`src/rtl/clk_mon_pkg.sv`:
```
// Purpose: shared types and the period tolerance check for clk_period_monitor.
// Latency: n/a (types and a combinational function only).
// Backpressure: n/a.
package clk_mon_pkg;

    typedef enum logic [1:0] {IDLE, ARM, MEAS} mon_state_t;

    // True when |period - exp_p| <= tol, all operands unsigned. The magnitude
    // is taken by subtracting the smaller operand from the larger, so the
    // difference can never wrap.
    function automatic logic period_ok(
        input logic [31:0] period,
        input logic [31:0] exp_p,
        input logic [31:0] tol
    );
        logic [31:0] diff;
        diff = (period >= exp_p) ? (period - exp_p) : (exp_p - period);
        return (diff <= tol);
    endfunction

endpackage

```
`src/rtl/edge_sync.sv`:
```
// Purpose: samples an asynchronous-to-us level through SYNC_STAGES flops and flags its rising edge.
// Latency: s_q follows sig by SYNC_STAGES clk edges; rise is combinational from s_q and one more flop.
// Backpressure: none; sig is sampled every cycle.
//
// Ports:
//   clk  - sampling clock
//   rst  - asynchronous active-high reset
//   sig  - level to sample
//   s_q  - sampled level (last stage of the chain)
//   rise - high for one cycle when s_q goes 0 -> 1
module edge_sync #(
    parameter int SYNC_STAGES = 2
) (
    input  logic clk,
    input  logic rst,
    input  logic sig,
    output logic s_q,
    output logic rise
);

    logic [SYNC_STAGES-1:0] sync;
    logic                   s_prev;

    always_ff @(posedge clk or posedge rst) begin
        if (rst) begin
            sync   <= '0;
            s_prev <= 1'b0;
        end else begin
            sync[0] <= sig;
            for (int i = 1; i < SYNC_STAGES; i++) begin
                sync[i] <= sync[i-1];
            end
            s_prev <= sync[SYNC_STAGES-1];
        end
    end

    assign s_q  = sync[SYNC_STAGES-1];
    assign rise = s_q & ~s_prev;

endmodule

```
`src/rtl/clk_period_monitor.sv`:
```
// Purpose: measures period/high time of a divided clock in i_clk cycles and reports lock, error and timeout.
// Latency: o_valid rises two i_clk edges after the sampled rising edge of i_sig (SYNC_STAGES+2 after i_sig is first sampled high).
// Backpressure: none; every measurement is reported, there is no ready.
//
// Ports:
//   i_clk, i_rst      - clock, asynchronous active-high reset
//   i_en              - monitor enable; low aborts to IDLE and discards partial measurements
//   i_sig             - divided clock under test, sampled as a plain signal
//   i_err_clr         - clears sticky o_err (a simultaneous new error wins)
//   o_period, o_high  - last measured period / high time
//   o_valid           - one-cycle pulse when o_period/o_high/o_locked update
//   o_locked          - LOCK_COUNT consecutive good periods seen
//   o_err             - sticky: bad period or timeout since last clear
//   o_timeout         - one-cycle pulse: no rising edge within MAX_PERIOD cycles
module clk_period_monitor
    import clk_mon_pkg::*;
#(
    parameter int EXP_PERIOD  = 15,
    parameter int TOL         = 0,
    parameter int MAX_PERIOD  = 64,
    parameter int LOCK_COUNT  = 4,
    parameter int SYNC_STAGES = 2,
    parameter int CNT_W       = $clog2(MAX_PERIOD + 1)
) (
    input  logic             i_clk,
    input  logic             i_rst,
    input  logic             i_en,
    input  logic             i_sig,
    input  logic             i_err_clr,
    output logic [CNT_W-1:0] o_period,
    output logic [CNT_W-1:0] o_high,
    output logic             o_valid,
    output logic             o_locked,
    output logic             o_err,
    output logic             o_timeout
);

    localparam int               LK_W    = $clog2(LOCK_COUNT + 1);
    localparam logic [CNT_W-1:0] CNT_MAX = CNT_W'(MAX_PERIOD);
    localparam logic [CNT_W-1:0] CNT_ONE = CNT_W'(1);
    localparam logic [LK_W-1:0]  LK_MAX  = LK_W'(LOCK_COUNT);

    mon_state_t       state;
    logic [CNT_W-1:0] cnt;
    logic [CNT_W-1:0] hcnt;
    logic [LK_W-1:0]  lock_cnt;
    logic [LK_W-1:0]  lock_nxt;
    logic             meas_pend;   // o_period/o_high were captured last edge; check them now
    logic             s_q;
    logic             rise;
    logic             good;
    logic             bad_meas;
    logic             timeout_hit;

    edge_sync #(
        .SYNC_STAGES(SYNC_STAGES)
    ) u_edge_sync (
        .clk  (i_clk),
        .rst  (i_rst),
        .sig  (i_sig),
        .s_q  (s_q),
        .rise (rise)
    );

    // The check runs on the registered o_period one cycle after capture, so
    // o_valid, o_locked and a new o_err all change on the same edge.
    always_comb begin
        good        = period_ok(32'(o_period), 32'(EXP_PERIOD), 32'(TOL));
        lock_nxt    = '0;
        if (good) begin
            lock_nxt = (lock_cnt == LK_MAX) ? lock_cnt : lock_cnt + LK_W'(1);
        end
        bad_meas    = meas_pend & i_en & ~good;
        timeout_hit = i_en & (state == MEAS) & ~rise & (cnt == CNT_MAX);
    end

    always_ff @(posedge i_clk or posedge i_rst) begin
        if (i_rst) begin
            state     <= IDLE;
            cnt       <= '0;
            hcnt      <= '0;
            lock_cnt  <= '0;
            meas_pend <= 1'b0;
            o_period  <= '0;
            o_high    <= '0;
            o_valid   <= 1'b0;
            o_locked  <= 1'b0;
            o_err     <= 1'b0;
            o_timeout <= 1'b0;
        end else begin
            o_valid   <= 1'b0;
            o_timeout <= 1'b0;
            meas_pend <= 1'b0;

            // Setting has priority over clearing.
            if (bad_meas || timeout_hit) begin
                o_err <= 1'b1;
            end else if (i_err_clr) begin
                o_err <= 1'b0;
            end

            if (!i_en) begin
                state    <= IDLE;
                cnt      <= '0;
                hcnt     <= '0;
                lock_cnt <= '0;
                o_locked <= 1'b0;
            end else begin
                case (state)
                    IDLE: begin
                        state <= ARM;
                    end
                    ARM: begin
                        // First edge only starts the count; nothing to report yet.
                        if (rise) begin
                            cnt   <= CNT_ONE;
                            hcnt  <= CNT_ONE;
                            state <= MEAS;
                        end
                    end
                    MEAS: begin
                        if (rise) begin
                            o_period  <= cnt;
                            o_high    <= hcnt;
                            meas_pend <= 1'b1;
                            cnt       <= CNT_ONE;
                            hcnt      <= CNT_ONE;
                        end else if (cnt == CNT_MAX) begin
                            o_timeout <= 1'b1;
                            lock_cnt  <= '0;
                            o_locked  <= 1'b0;
                            cnt       <= '0;
                            hcnt      <= '0;
                            state     <= ARM;
                        end else begin
                            // cnt < CNT_MAX here and hcnt <= cnt, so neither can wrap.
                            cnt <= cnt + CNT_ONE;
                            if (s_q) begin
                                hcnt <= hcnt + CNT_ONE;
                            end
                        end
                    end
                    default: begin
                        state <= IDLE;
                    end
                endcase

                if (meas_pend) begin
                    o_valid  <= 1'b1;
                    lock_cnt <= lock_nxt;
                    o_locked <= (lock_nxt == LK_MAX);
                end
            end
        end
    end

endmodule
```
`config.mk`:
```
export PLATFORM = sky130hd
export DESIGN_NAME = clk_period_monitor
export DESIGN_NICKNAME = d
export VERILOG_FILES = /design/src/rtl/clk_mon_pkg.sv /design/src/rtl/edge_sync.sv /design/src/rtl/clk_period_monitor.sv
export SDC_FILE = /design/constraint.sdc
export NUM_CORES = 1
export LEC_CHECK = 0
export BUFFER_PORTS_ARGS = -buffer_cell sky130_fd_sc_hd__buf_4
export CAP_MARGIN = 20
export CORE_AREA = 4 4 84 86
export DETAILED_ROUTE_END_ITERATION = 8
export DIE_AREA = 0 0 88 90
export REMOVE_ABC_BUFFERS = 1
export SLEW_MARGIN = 20
export SYNTH_ARGS = -nofsm -noshare
export SYNTH_HDL_FRONTEND = slang
export SYNTH_SLANG_ARGS = --single-unit
```
`constraint.sdc`:
```
create_clock -name i_clk -period 2.38 [get_ports i_clk]
set_input_delay 0.238 -clock i_clk [delete_from_list [all_inputs] [get_ports i_clk]]
set_output_delay 0.238 -clock i_clk [all_outputs]
set_load 0.005 [all_outputs]
```
Word-level counts from Yosys, hierarchy flattened
Cells that the tools add are included.
W data, S select, Z words.

storage, ports and cells
  register bits = 41
  bits in latches = 0
  memory bits (writable) = 0
  bits in read-only memories = 0
  input port bits = 5
  output and inout port bits = 18
  memories kept = 0

operators by class
  add/sub/neg operators = 5
  multipliers = 0
  div/mod/pow operators = 0
  magnitude comparators = 2
  equality and inequality tests = 13
  shift-type cells = 0
  multiplexer cells = 39
  bitwise gates (word level) = 9
  reduce and logical (&&, ||, !) cells = 8

operator list
  cell                   count
  $mux W7                8
  $le A32 B1 Y1 const B  1
  $mux W32               1
  $pmux W7 S2            2
  $mux W3                7
  $mux W1                16
  $add A7 B1 Y7 const B  2
  $reduce_and A3 Y1      4
  $ne A3 B1 Y1 const B   3
  $ne A3 B3 Y1 const B   3
  $mux W2                4
  $sub A4 B7 Y8 const A  1
  $sub A7 B4 Y8 const B  1
  $eq A7 B7 Y1 const B   1
  $ge A7 B4 Y1 const B   1
  $and A1 B1 Y1          6
  $eq A3 B3 Y1 const B   2
  $pmux W2 S3            1
  $ne A5 B3 Y1 const B   1
  $add A3 B1 Y3 const B  1
  $ne A3 B2 Y1 const B   1
  $not A1 Y1             3
  $eq A2 B1 Y1 const B   1
  $eq A2 B2 Y1 const B   1
  4 further kinds        4

Logic depth before layout (Yosys ltp)
Gate-level depths: netlist of run 1.

  word-level depth = 7
  gate-level depth with buffers = 7
  gate-level depth less buffers = 7

Cells and area by module
Synthesis of run 1 repeated with hierarchy kept, for this count alone.

unflattened totals
  cells, all modules = 191
  area, all modules = 1,969.4 um^2

by module, submodules not included
  module              instances  cells each  area each (um^2)
  clk_period_monitor  1          186         1,876.8
  edge_sync           1          5           92.6

Worst setup path before layout of run 1
Ideal clock, no wire load.

  kind = reg2reg
  start point = register o_period[4]
  end point = register o_err
  data arrival time = 1.843 ns
  data required time = 2.254 ns
  setup slack = 0.411 ns
  stages on the path, launching flop included = 8
  buffers on the path = 0
  cell sequence = dfrtp_1 > inv_1 > ha_1 > ha_1 > or3_1 > a31oi_1 > o21ai_0 > a221o_1

between the ends
  longest elaborated chain between the ends = 7

ends and longest elaborated chain
  item                                           line                       text
  start: declaration                             clk_period_monitor.sv:30   output logic [CNT_W-1:0] o_period,
  start signal: assignment                       clk_period_monitor.sv:123  o_period <= cnt;
  $sub A4 B7 Y8 (tied with other cells)          clk_mon_pkg.sv:17          diff = (period >= exp_p) ? (period - exp_p) : (exp_p - period);
  $mux W32 *                                     clk_mon_pkg.sv:17
  $le A32 B1 Y1 *                                clk_mon_pkg.sv:18          return (diff <= tol);
  $not A1 Y1 *                                   clk_period_monitor.sv:73   bad_meas = meas_pend & i_en & ~good;
  $and A1 B1 Y1 *                                clk_period_monitor.sv:73
  $logic_or A1 B1 Y1 *                           clk_period_monitor.sv:96   if (bad_meas || timeout_hit) begin
  $mux W1 or $reduce_bool A2 Y1 (tied branches)  --
  end signal: assignment                         clk_period_monitor.sv:88   o_err <= 1'b0;
  end signal: assignment                         clk_period_monitor.sv:97   o_err <= 1'b1;
  end signal: assignment                         clk_period_monitor.sv:99   o_err <= 1'b0;
  end: declaration                               clk_period_monitor.sv:34   output logic o_err,

Every way passes the cells marked *; elsewhere a longest branch is shown, timed or not.
A chain may end at the register's enable or synchronous reset.

Worst setup path after layout of run 1
Ends and elaborated chain as after synthesis.

==> results of run 1 <==
==> stage by stage <==
step	worst slack [ps]	util	hold slack, ps	cells
finish	266.3	0.3881	49.49	296
detailed placement	230.6	0.3749	336.4	288
global route	99.69	0.3881	35.15	296
CTS	230.3	0.3881	44.41	296
global placement	298.4	0.3749	334.3	288
floorplan	410.7	-	269.4	180
==> layout make-up <==
| cell class | count | area (sq um) | area share |
|---|---|---|---|
| flip-flops and latches | 41 | 1026 | 0.4212 |
| multi-input cells | 126 | 949.7 | 0.3898 |
| repair buffers | 31 | 232.7 | 0.09553 |
| well taps | 77 | 96.34 | 0.03955 |
| clock buffers | 6 | 72.57 | 0.02979 |
| inverters | 13 | 48.80 | 0.02003 |
| clock inverters | 2 | 10.01 | 0.004109 |
==> logic make-up (layout without fill, tap and decap cells) <==
| family | Yosys count | in the layout |
|---|---|---|
| adders and majority gates | 8 | 8 |
| DFF | 41 | 41 |
| AOI/OAI and AO/OA | 46 | 46 |
| xor gates and xnor gates | 4 | 4 |
| buffers and inverters | 19 | 52 |
| and+or+nand+nor | 55 | 55 |
| muxes | 13 | 13 |
==> flip-flops by register name (all words and copies together), names as in the netlist <==
name / cells
o_err: 1
o_timeout: 1
o_locked: 1
o_high: 7
o_period: 7
meas_pend: 1
hcnt: 7
state: 2
cnt: 7
lock_cnt: 3
o_valid: 1
u_edge_sync.sync: 2
u_edge_sync.s_prev: 1
==> per-layer routing <==
metal,up-vias,track usage,wire [um]
li1,741,-,-
met1,746,0.1499,1868
met5,-,0,0
met3,6,0.04113,158
met2,20,0.1765,1946
met4,0,0.03325,42
==> cell usage in the layout, fill, tap and decap left out, types with 5 or more instances in the layout <==
cell and instances:
buf_4 31, inv_1 13, a21oi_1 8, mux2_2 12
o21ai_0 12, ha_1 8, clkbuf_8 5, nand3_1 6
nand2_1 15, o31ai_1 9, dfrtp_1 41, nor2_1 5
==> how the worst min path moves through the flow <==
stage	start	end	slack, ps	cells after the start
finish	i_sig	u_edge_sync.sync[0]$_DFF_PP0_	50	1
global placement	u_edge_sync.sync[0]$_DFF_PP0_	u_edge_sync.sync[1]$_DFF_PP0_	330	0
detailed placement	u_edge_sync.sync[0]$_DFF_PP0_	u_edge_sync.sync[1]$_DFF_PP0_	340	0
global route	i_sig	u_edge_sync.sync[0]$_DFF_PP0_	40	1
CTS	i_sig	u_edge_sync.sync[0]$_DFF_PP0_	40	1
floorplan	i_sig	u_edge_sync.sync[0]$_DFF_PP0_	270	0
==> worst max-delay path: stages, from the launching register on <==
cell and delay, ps:
dfrtp_1 380, inv_1 80, ha_1 230, ha_1 210
or3_1 380, a31oi_1 160, o21ai_0 220, a221o_1 370
==> report_power, final <==
part	internal (uW)	switching (uW)
clock	203	229
sequential	709	15.7
combinational	38.5	53.9
total	951	298
==> out/summary.txt, run 1 <==
status = finished, final reports clean
# fillers = 632
WL/cell = 13.57 um
Mapped Cells = 186
WL final = 4.016 mm
Final #Nets = 231
# port buffers = 22
Synth warnings = 0
Yosys top cell area share = 0.5006
Root Buffer = clkbuf_8
# diodes = 0
area delta synth->final = 18.86%
Post-CTS Repair Setup Buffers = 0
Die Y = 90 um
startpoint types = flop
first-pass GRT wire length = 7.307 mm
DIE AREA = 7920 sq um
clk_skew = 8.060 ps
RSZ-0062 raised after global routing = false
Seq cells post-synth = 41
Pleak = 0.001129 uW
Worst R2R Start = o_period[4]$_DFFE_PP0P_
Final Critical Period = 2114 ps
Synth area leaders = dfrtp_1 (50%), mux2_2 (6.6%), ha_1 (4.9%)
largest net degree at the start of global routing = 42
Initial Util = 0.3265
worst min path class = in2reg
Max-Cap Viols = 0
Synth cell types = 45
CTS sink count = 41
largest family of logic cells by synthesized area = simple AND/OR/NAND/NOR gates
drt pass-1 iters = 4
hold buffers post-CTS = 0
Setup crit end = o_err$_DFFE_PP0P_
Total Power = 1249 uW
total CTS buffers = 5
cell taking the most area after synthesis = dfrtp_1
ys async rst share = 1.000
most frequent cell after synthesis = dfrtp_1
mux share of post-synthesis cell area = 0.07082
share of layout cells above drive strength 1 = 0.2785
top cells by instance count after synthesis = dfrtp_1 (41), nand2_1 (15), inv_1 (13)
crit-path max FO = 5
Worst Setup Path Type = reg2reg
fin area = 2436 sq um
Synth Area in XOR/XNOR = 0.01709
CTS tree = done
Fin. Hold Viols = 0
Worst Path Required = 2560 ps
HPWL after DPL = 2.892 mm
Mapped Area = 2049 sq um
syn avg cell area = 11.02 sq um
via/cell ratio = 5.111
EDFF count, synth = 0
CP endpoint kind = flop
via count = 1513
R2R Path End = o_err$_DFFE_PP0P_
Post-Synth Adder-Cell Area = 0.04884
num rows = 29
Clock Latency Late Sink = 290 ps
total track usage = 0.1145
CORE AREA = 6277 sq um
Final Max Tran Viols = 0
Worst Setup SP = o_period[4]$_DFFE_PP0P_
Synth Area in Simple Gates = 0.1642
Routed Antenna Nets = 0
Max Root-Sink Buffers = 2
H-tree depth = 2
Final GP Congestion = 0.7572
max_slew headroom = 0.5998
post-CTS sizing = 0
Worst EP arrival = 2300 ps
initial antenna violation count = 0
total grt overflow = 0
fmax = 473.1 MHz
Worst R2R Setup Slack = 270 ps
setup_tns = 0 ps
power density cells = 512.8 nW/um^2
ys flop type = dfrtp_1
complex-gate fraction of the synthesized area = 0.1624
Seq/Total Area, Yosys = 0.5006
R2R depth = 7
Worst-Margin Slew = 600.2 ps
I/O Pins = 23
CTS clk-pin slew, worst paths = 80 ps
Die Wd = 88 um
dpl cell area = 2354 sq um
drt drc = 0
VDD IR-drop max = 0.0002563 V
drt first-iter violations = 100
Period Utilization, post-route = 0.8881
Setup Viol. Count Final = 0
vias in the first global route = 1535
No activity file was read; power rests on OpenSTA's default activity.
==> run 2, diff against run 1 <==
--- a/config.mk
+++ b/config.mk
@@ -7,9 +7,9 @@
 export LEC_CHECK = 0
 export BUFFER_PORTS_ARGS = -buffer_cell sky130_fd_sc_hd__buf_4
 export CAP_MARGIN = 20
-export CORE_AREA = 4 4 84 86
+export CORE_AREA = 4 4 73 75
 export DETAILED_ROUTE_END_ITERATION = 8
-export DIE_AREA = 0 0 88 90
+export DIE_AREA = 0 0 77 79
 export REMOVE_ABC_BUFFERS = 1
 export SLEW_MARGIN = 20
 export SYNTH_ARGS = -nofsm -noshare
==> constraint.sdc (replaced) <==
create_clock -name i_clk -period 2.2 [get_ports i_clk]
set_input_delay 0.44 -clock i_clk [delete_from_list [all_inputs] [get_ports i_clk]]
set_output_delay 0.44 -clock i_clk [all_outputs]
set_load 0.005 [all_outputs]
==> run 2 against run 1 <==
  * Clock skew fell by 1.2 ps
  * Worst hold slack better by 210 ps
  * Clock-buffer cell count fell by 1
  * Maximum frequency increased by 4.1%
  * Clock power increased by 33%
  * Utilization is 14 points higher
  * Design area up 0.41%
  * Largest power group unchanged
==> out/summary.txt, run 2 (same netlist as run 1, synthesis figures left out) <==
status = finished, final reports clean
WL/cell = 14.47 um (+6.7%)
Crit path top cell by count = ha_1
area delta synth->final = 19.35%
Initial Util = 0.4397 (+0.1132)
Setup Viol. Count Final = 0 (unchanged)
VDD IR-drop max = 0.0003962 V (+55%)
slowest stage delay, CP = 380 ps (about the same)
Cell Chain, Critical Path = inv_1 -> ha_1 -> ha_1 -> or3_1 -> a31oi_2 -> o21ai_2 -> a221o_1
total CTS buffers = 5 (unchanged)
WL final = 3.951 mm (-1.6%)
Worst path top cell family by delay = compound AO/OA/AOI/OAI gates
R2R depth = 7 (unchanged)
CTS sink count = 41 (unchanged)
Clock Latency Late Sink = 290 ps (about the same)
Max-Cap Viols = 0 (unchanged)
RSZ-0062 raised after global routing = false
Period Utilization, post-route = 0.9228 (+0.03469)
Worst R2R Start = o_period[4]$_DFFE_PP0P_
most common cell after layout, fill and taps aside = dfrtp_1
dpl cell area = 2332 sq um (-0.90%)
share of layout cells above drive strength 1 = 0.2922 (+0.01370)
hold_ws = 256.3 ps (+206.8 ps)
R2R Path End = o_err$_DFFE_PP0P_
CTS clk-pin slew, worst paths = 80 ps (about the same)
hold buffers post-CTS = 0 (unchanged)
CORE AREA = 4661 sq um (-26%)
Worst R2R Setup Slack = 170 ps (-100 ps)
Crit-path slowest cell = dfrtp_1
# fillers = 409 (-35%)
Worst-Margin Slew = 575.6 ps (-24.67 ps)
Sequential cell area = 1026 sq um (unchanged)
fmax = 492.6 MHz (+4.1%)
drt drc = 0 (unchanged)
startpoint types = flop
power density cells = 595.8 nW/um^2 (+16%)
H-tree depth = 2 (unchanged)
Post-CTS Repair Setup Buffers = 0 (unchanged)
Final Critical Period = 2030 ps (-83.55 ps)
drt pass-1 iters = 4 (unchanged)
via/cell ratio = 5.531 (+8.2%)
I/O Pins = 23 (unchanged)
clk_skew = 6.812 ps (-1.248 ps)
Max Root-Sink Buffers = 2 (unchanged)
# diodes = 0 (unchanged)
Final #Nets = 232 (+0.43%)
vias in the first global route = 1437 (-6.4%)
# port buffers = 22 (unchanged)
Die Wd = 77 um (-13%)
Total Power = 1457 uW (+17%)
Fin. Hold Viols = 0 (unchanged)
Worst EP arrival = 2210 ps (-90 ps)
setup_tns = 0 ps (unchanged)
crit-path max FO = 5 (unchanged)
DIE AREA = 6083 sq um (-23%)
drt first-iter violations = 73 (-27%)
Final GP Congestion = 0.8177 (+8.0%)
total grt overflow = 0 (unchanged)
Worst Setup Path Type = reg2reg
fin area = 2446 sq um (+0.41%)
post-CTS sizing = 0 (unchanged)
Routed Antenna Nets = 0 (unchanged)
num rows = 25 (-14%)
Pleak = 0.001145 uW (+1.4%)
HPWL after DPL = 2.947 mm (+1.9%)
worst min path class = in2async
Root Buffer = clkbuf_8
total track usage = 0.1359 (+0.02134)
multi-input logic area = 959.7 sq um (+1.1%)
Die Y = 79 um (-12%)
CTS tree = done
most frequent cells in the layout = dfrtp_1 (41), buf_4 (32), nand2_1 (15)
Worst Path Required = 2380 ps (-180 ps)
initial antenna violation count = 0 (unchanged)
CP bufs+invs = 1 (unchanged)
largest net degree at the start of global routing = 42 (unchanged)
Final Max Tran Viols = 0 (unchanged)
max_slew headroom = 0.6163 (+0.01645)
CP endpoint kind = flop
via count = 1510 (-0.20%)
first-pass GRT wire length = 6.686 mm (-8.5%)
-- run 2: final cells by class --
| class | count | area share |
|---|---|---|
| Sequential cell | 41 | 0.4194 |
| Multi-Input combinational cell | 126 | 0.3923 |
| Timing Repair Buffer | 32 | 0.09821 |
| Clock buffer | 5 | 0.02813 |
| Tap cell | 54 | 0.02762 |
| Inverter | 13 | 0.01995 |
| Clock inverter | 2 | 0.01432 |
-- run 2: power by group --
part | total, uW | internal [uW] | switching, uW
Combinational | 99.5 | 41.7 | 57.8
Clock | 574 | 330 | 244
Sequential | 784 | 767 | 16.7
-- run 2: metal layers --
layer,global-route usage,vias up,wire [um]
met5,0,-,0
met4,0.05160,0,53
met3,0.03628,5,128
met2,0.2326,19,1971
met1,0.1645,748,1798
li1,-,738,-
-- run 2: worst max-delay path by stage --
stage | startpoint | end | slack (ps) | cells after the start
6_report | o_period[4]$_DFFE_PP0P_ | o_err$_DFFE_PP0P_ | 170 | 7
5_1_grt | o_period[4]$_DFFE_PP0P_ | o_err$_DFFE_PP0P_ | 30 | 7
4_1_cts | o_period[4]$_DFFE_PP0P_ | o_err$_DFFE_PP0P_ | 40 | 7
3_5_place_dp | o_period[4]$_DFFE_PP0P_ | o_err$_DFFE_PP0P_ | 70 | 7
3_3_place_gp | o_period[4]$_DFFE_PP0P_ | o_err$_DFFE_PP0P_ | 110 | 7
2_1_floorplan | o_period[4]$_DFFE_PP0P_ | o_err$_DFFE_PP0P_ | 230 | 7
-- run 2: worst reg2reg max path, cell delays in order, from the launching register on --
cell and delay (ps):
dfrtp_1 380, inv_1 70, ha_1 230, ha_1 280, or3_1 320, a31oi_2 190, o21ai_2 120, a221o_1 330
-- run 2: stage by stage --
| step | cells | utilization | worst slack, ps |
|---|---|---|---|
| floorplan | 180 | - | 230.7 |
| global placement | 266 | 0.5004 | 113.0 |
| detailed placement | 266 | 0.5004 | 66.91 |
| CTS | 273 | 0.5227 | 40.27 |
| global route | 273 | 0.5248 | 26.77 |
| finish | 273 | 0.5248 | 169.8 |
==> run 3, diff against run 2 <==
--- a/config.mk
+++ b/config.mk
@@ -7,9 +7,12 @@
 export LEC_CHECK = 0
 export BUFFER_PORTS_ARGS = -buffer_cell sky130_fd_sc_hd__buf_4
 export CAP_MARGIN = 20
+export CELL_PAD_IN_SITES_DETAIL_PLACEMENT = 0
+export CELL_PAD_IN_SITES_GLOBAL_PLACEMENT = 1
 export CORE_AREA = 4 4 73 75
 export DETAILED_ROUTE_END_ITERATION = 8
 export DIE_AREA = 0 0 77 79
+export PLACE_DENSITY_LB_ADDON = 0.1
 export REMOVE_ABC_BUFFERS = 1
 export SLEW_MARGIN = 20
 export SYNTH_ARGS = -nofsm -noshare
==> run 3 against run 2 <==
  * Sequential power down 0.5%
  * Maximum frequency shrank 0.44%
  * Clock skew fell by 2.1 ps
  * Highest routed layer unchanged
  * Sequential cell count did not move
  * Die area is the same
  * Cell count grew 1.8%
  * Design area is 1.3% higher
  * Register-to-register slack barely moved
==> out/summary.txt, run 3 (same netlist as run 1, synthesis figures left out) <==
status = finished, final reports clean
Fin. Hold Viols = 0 (unchanged)
Crit path top cell by count = ha_1
Setup Viol. Count Final = 0 (unchanged)
Worst R2R Start = o_period[5]$_DFFE_PP0P_
Final Max Tran Viols = 0 (unchanged)
share of layout cells above drive strength 1 = 0.2946 (+0.002405)
most common cell after layout, fill and taps aside = dfrtp_1
num rows = 25 (unchanged)
CP endpoint kind = flop
worst min path class = in2reg
crit-path max FO = 5 (unchanged)
Routed Antenna Nets = 0 (unchanged)
I/O Pins = 23 (unchanged)
Max Root-Sink Buffers = 2 (unchanged)
# diodes = 0 (unchanged)
Final Critical Period = 2039 ps (+9.046 ps)
Worst EP arrival = 2220 ps (about the same)
H-tree depth = 2 (unchanged)
first-pass GRT wire length = 7.093 mm (+6.1%)
# fillers = 424 (+3.7%)
Final #Nets = 236 (+1.7%)
WL final = 4.041 mm (+2.3%)
Cell Chain, Critical Path = inv_1 -> ha_1 -> ha_1 -> or3_1 -> a31oi_1 -> o21ai_1 -> a221o_1
Crit-path slowest cell = dfrtp_1
clk_skew = 4.733 ps (-2.079 ps)
startpoint types = flop
drt drc = 0 (unchanged)
R2R depth = 7 (unchanged)
via count = 1528 (+1.2%)
Hold Path Depth = 1
Worst Path Required = 2380 ps (about the same)
setup_tns = 0 ps (unchanged)
total CTS buffers = 5 (unchanged)
Worst R2R Setup Slack = 160 ps (about the same)
Die Wd = 77 um (unchanged)
total track usage = 0.1451 (+0.009269)
Clock Latency Late Sink = 290 ps (about the same)
Max-Cap Viols = 0 (unchanged)
RSZ-0062 raised after global routing = false
fin area = 2479 sq um (+1.3%)
via/cell ratio = 5.496 (-0.63%)
dpl cell area = 2362 sq um (+1.3%)
Hold Startpoint = i_sig
largest net degree at the start of global routing = 42 (unchanged)
drt pass-1 iters = 4 (unchanged)
# port buffers = 22 (unchanged)
Sequential cell area = 1026 sq um (unchanged)
fmax = 490.4 MHz (-0.44%)
CTS tree = done
drt first-iter violations = 69 (-5.5%)
area delta synth->final = 20.94%
max_slew headroom = 0.6002 (-0.01609)
multi-input logic area = 949.7 sq um (-1.0%)
power density cells = 605.6 nW/um^2 (+1.7%)
total grt overflow = 0 (unchanged)
CTS clk-pin slew, worst paths = 80 ps (about the same)
CTS sink count = 41 (unchanged)
Hold Path Sink = u_edge_sync.sync[0]$_DFF_PP0_
initial antenna violation count = 0 (unchanged)
Period Utilization, post-route = 0.9269 (+0.004112)
DIE AREA = 6083 sq um (unchanged)
R2R Path End = o_err$_DFFE_PP0P_
Worst-Margin Slew = 599.7 ps (+24.14 ps)
vias in the first global route = 1520 (+5.8%)
VDD IR-drop max = 0.0003310 V (-16%)
slowest stage delay, CP = 370 ps (about the same)
Final GP Congestion = 0.8034 (-1.7%)
HPWL after DPL = 3.041 mm (+3.2%)
Initial Util = 0.4397 (unchanged)
most frequent cells in the layout = dfrtp_1 (41), buf_4 (36), nand2_1 (15)
Pleak = 0.001169 uW (+2.1%)
CORE AREA = 4661 sq um (unchanged)
WL/cell = 14.54 um (+0.44%)
Die Y = 79 um (unchanged)
Root Buffer = clkbuf_8
Worst Setup Path Type = reg2reg
hold buffers post-CTS = 0 (unchanged)
run 3: cell types whose count changed in the layout (fill, tap and decap cells not counted):
cell      change
buf_4         +4
a31oi_1       +1
a31oi_2       -1
clkbuf_1      +1
clkbuf_8      +1
clkinv_2      -1
o21ai_1       +1
o21ai_2       -1
run 3: cell type report:
class / instances / area share
multi-input cells: 126 / 0.3831
flip-flops and latches: 41 / 0.4139
repair buffers: 36 / 0.1090
clock buffers: 7 / 0.03483
clock inverters: 1 / 0.01212
inverters: 13 / 0.01969
well taps: 54 / 0.02726
run 3: per-layer routing:
layer / wire length [um] / up-vias / part of all wire / track usage
met4: 68 / 0 / 0.017 / 0.05872
met5: 0 / - / 0 / 0
met1: 1742 / 751 / 0.43 / 0.1658
met3: 145 / 8 / 0.036 / 0.03628
li1: - / 751 / - / -
met2: 2084 / 18 / 0.52 / 0.2605
run 3: worst max-delay path by stage:
stage | startpoint | endpoint | slack (ps) | depth (start not counted)
floorplan | o_period[4]$_DFFE_PP0P_ | o_err$_DFFE_PP0P_ | 230 | 7
global placement | o_period[5]$_DFFE_PP0P_ | o_err$_DFFE_PP0P_ | 140 | 7
detailed placement | o_period[5]$_DFFE_PP0P_ | o_err$_DFFE_PP0P_ | 70 | 7
CTS | o_period[4]$_DFFE_PP0P_ | o_err$_DFFE_PP0P_ | 60 | 7
global route | o_period[4]$_DFFE_PP0P_ | o_err$_DFFE_PP0P_ | 30 | 7
finish | o_period[5]$_DFFE_PP0P_ | o_err$_DFFE_PP0P_ | 160 | 7
run 3: stage by stage:
stage | cells | hold slack [ps] | power, uW | util | setup WS, ps
after floorplan | 180 | 331.2 | 854.8 | - | 230.7
after global placement | 270 | 332.9 | 903.5 | 0.5068 | 136.4
after detailed placement | 270 | 346.4 | 906.3 | 0.5068 | 67.87
after CTS | 278 | 244.2 | 1520 | 0.5318 | 58.89
after global routing | 278 | 238.6 | 1567 | 0.5318 | 25.46
final | 278 | 256.4 | 1501 | 0.5318 | 160.8
run 3: worst max-delay path: cells and delay by family (launching register included):
family / cells / cell delay [ps]
simple gates: 1 / 310
fa+ha+maj: 2 / 470
flops: 1 / 370
compound gates: 3 / 700
buf+inv: 1 / 80
run 3: repair_timing:
action / CTS / global route
setup buffers: 0 / 0
gates resized for setup: 0 / 1
setup endpoints to repair: 0 / 1
run 3: power breakdown:
part	total (uW)	switching [uW]	internal [uW]
Combinational	109	63.6	45.4
Clock	612	242	370
Sequential	780	12.4	767
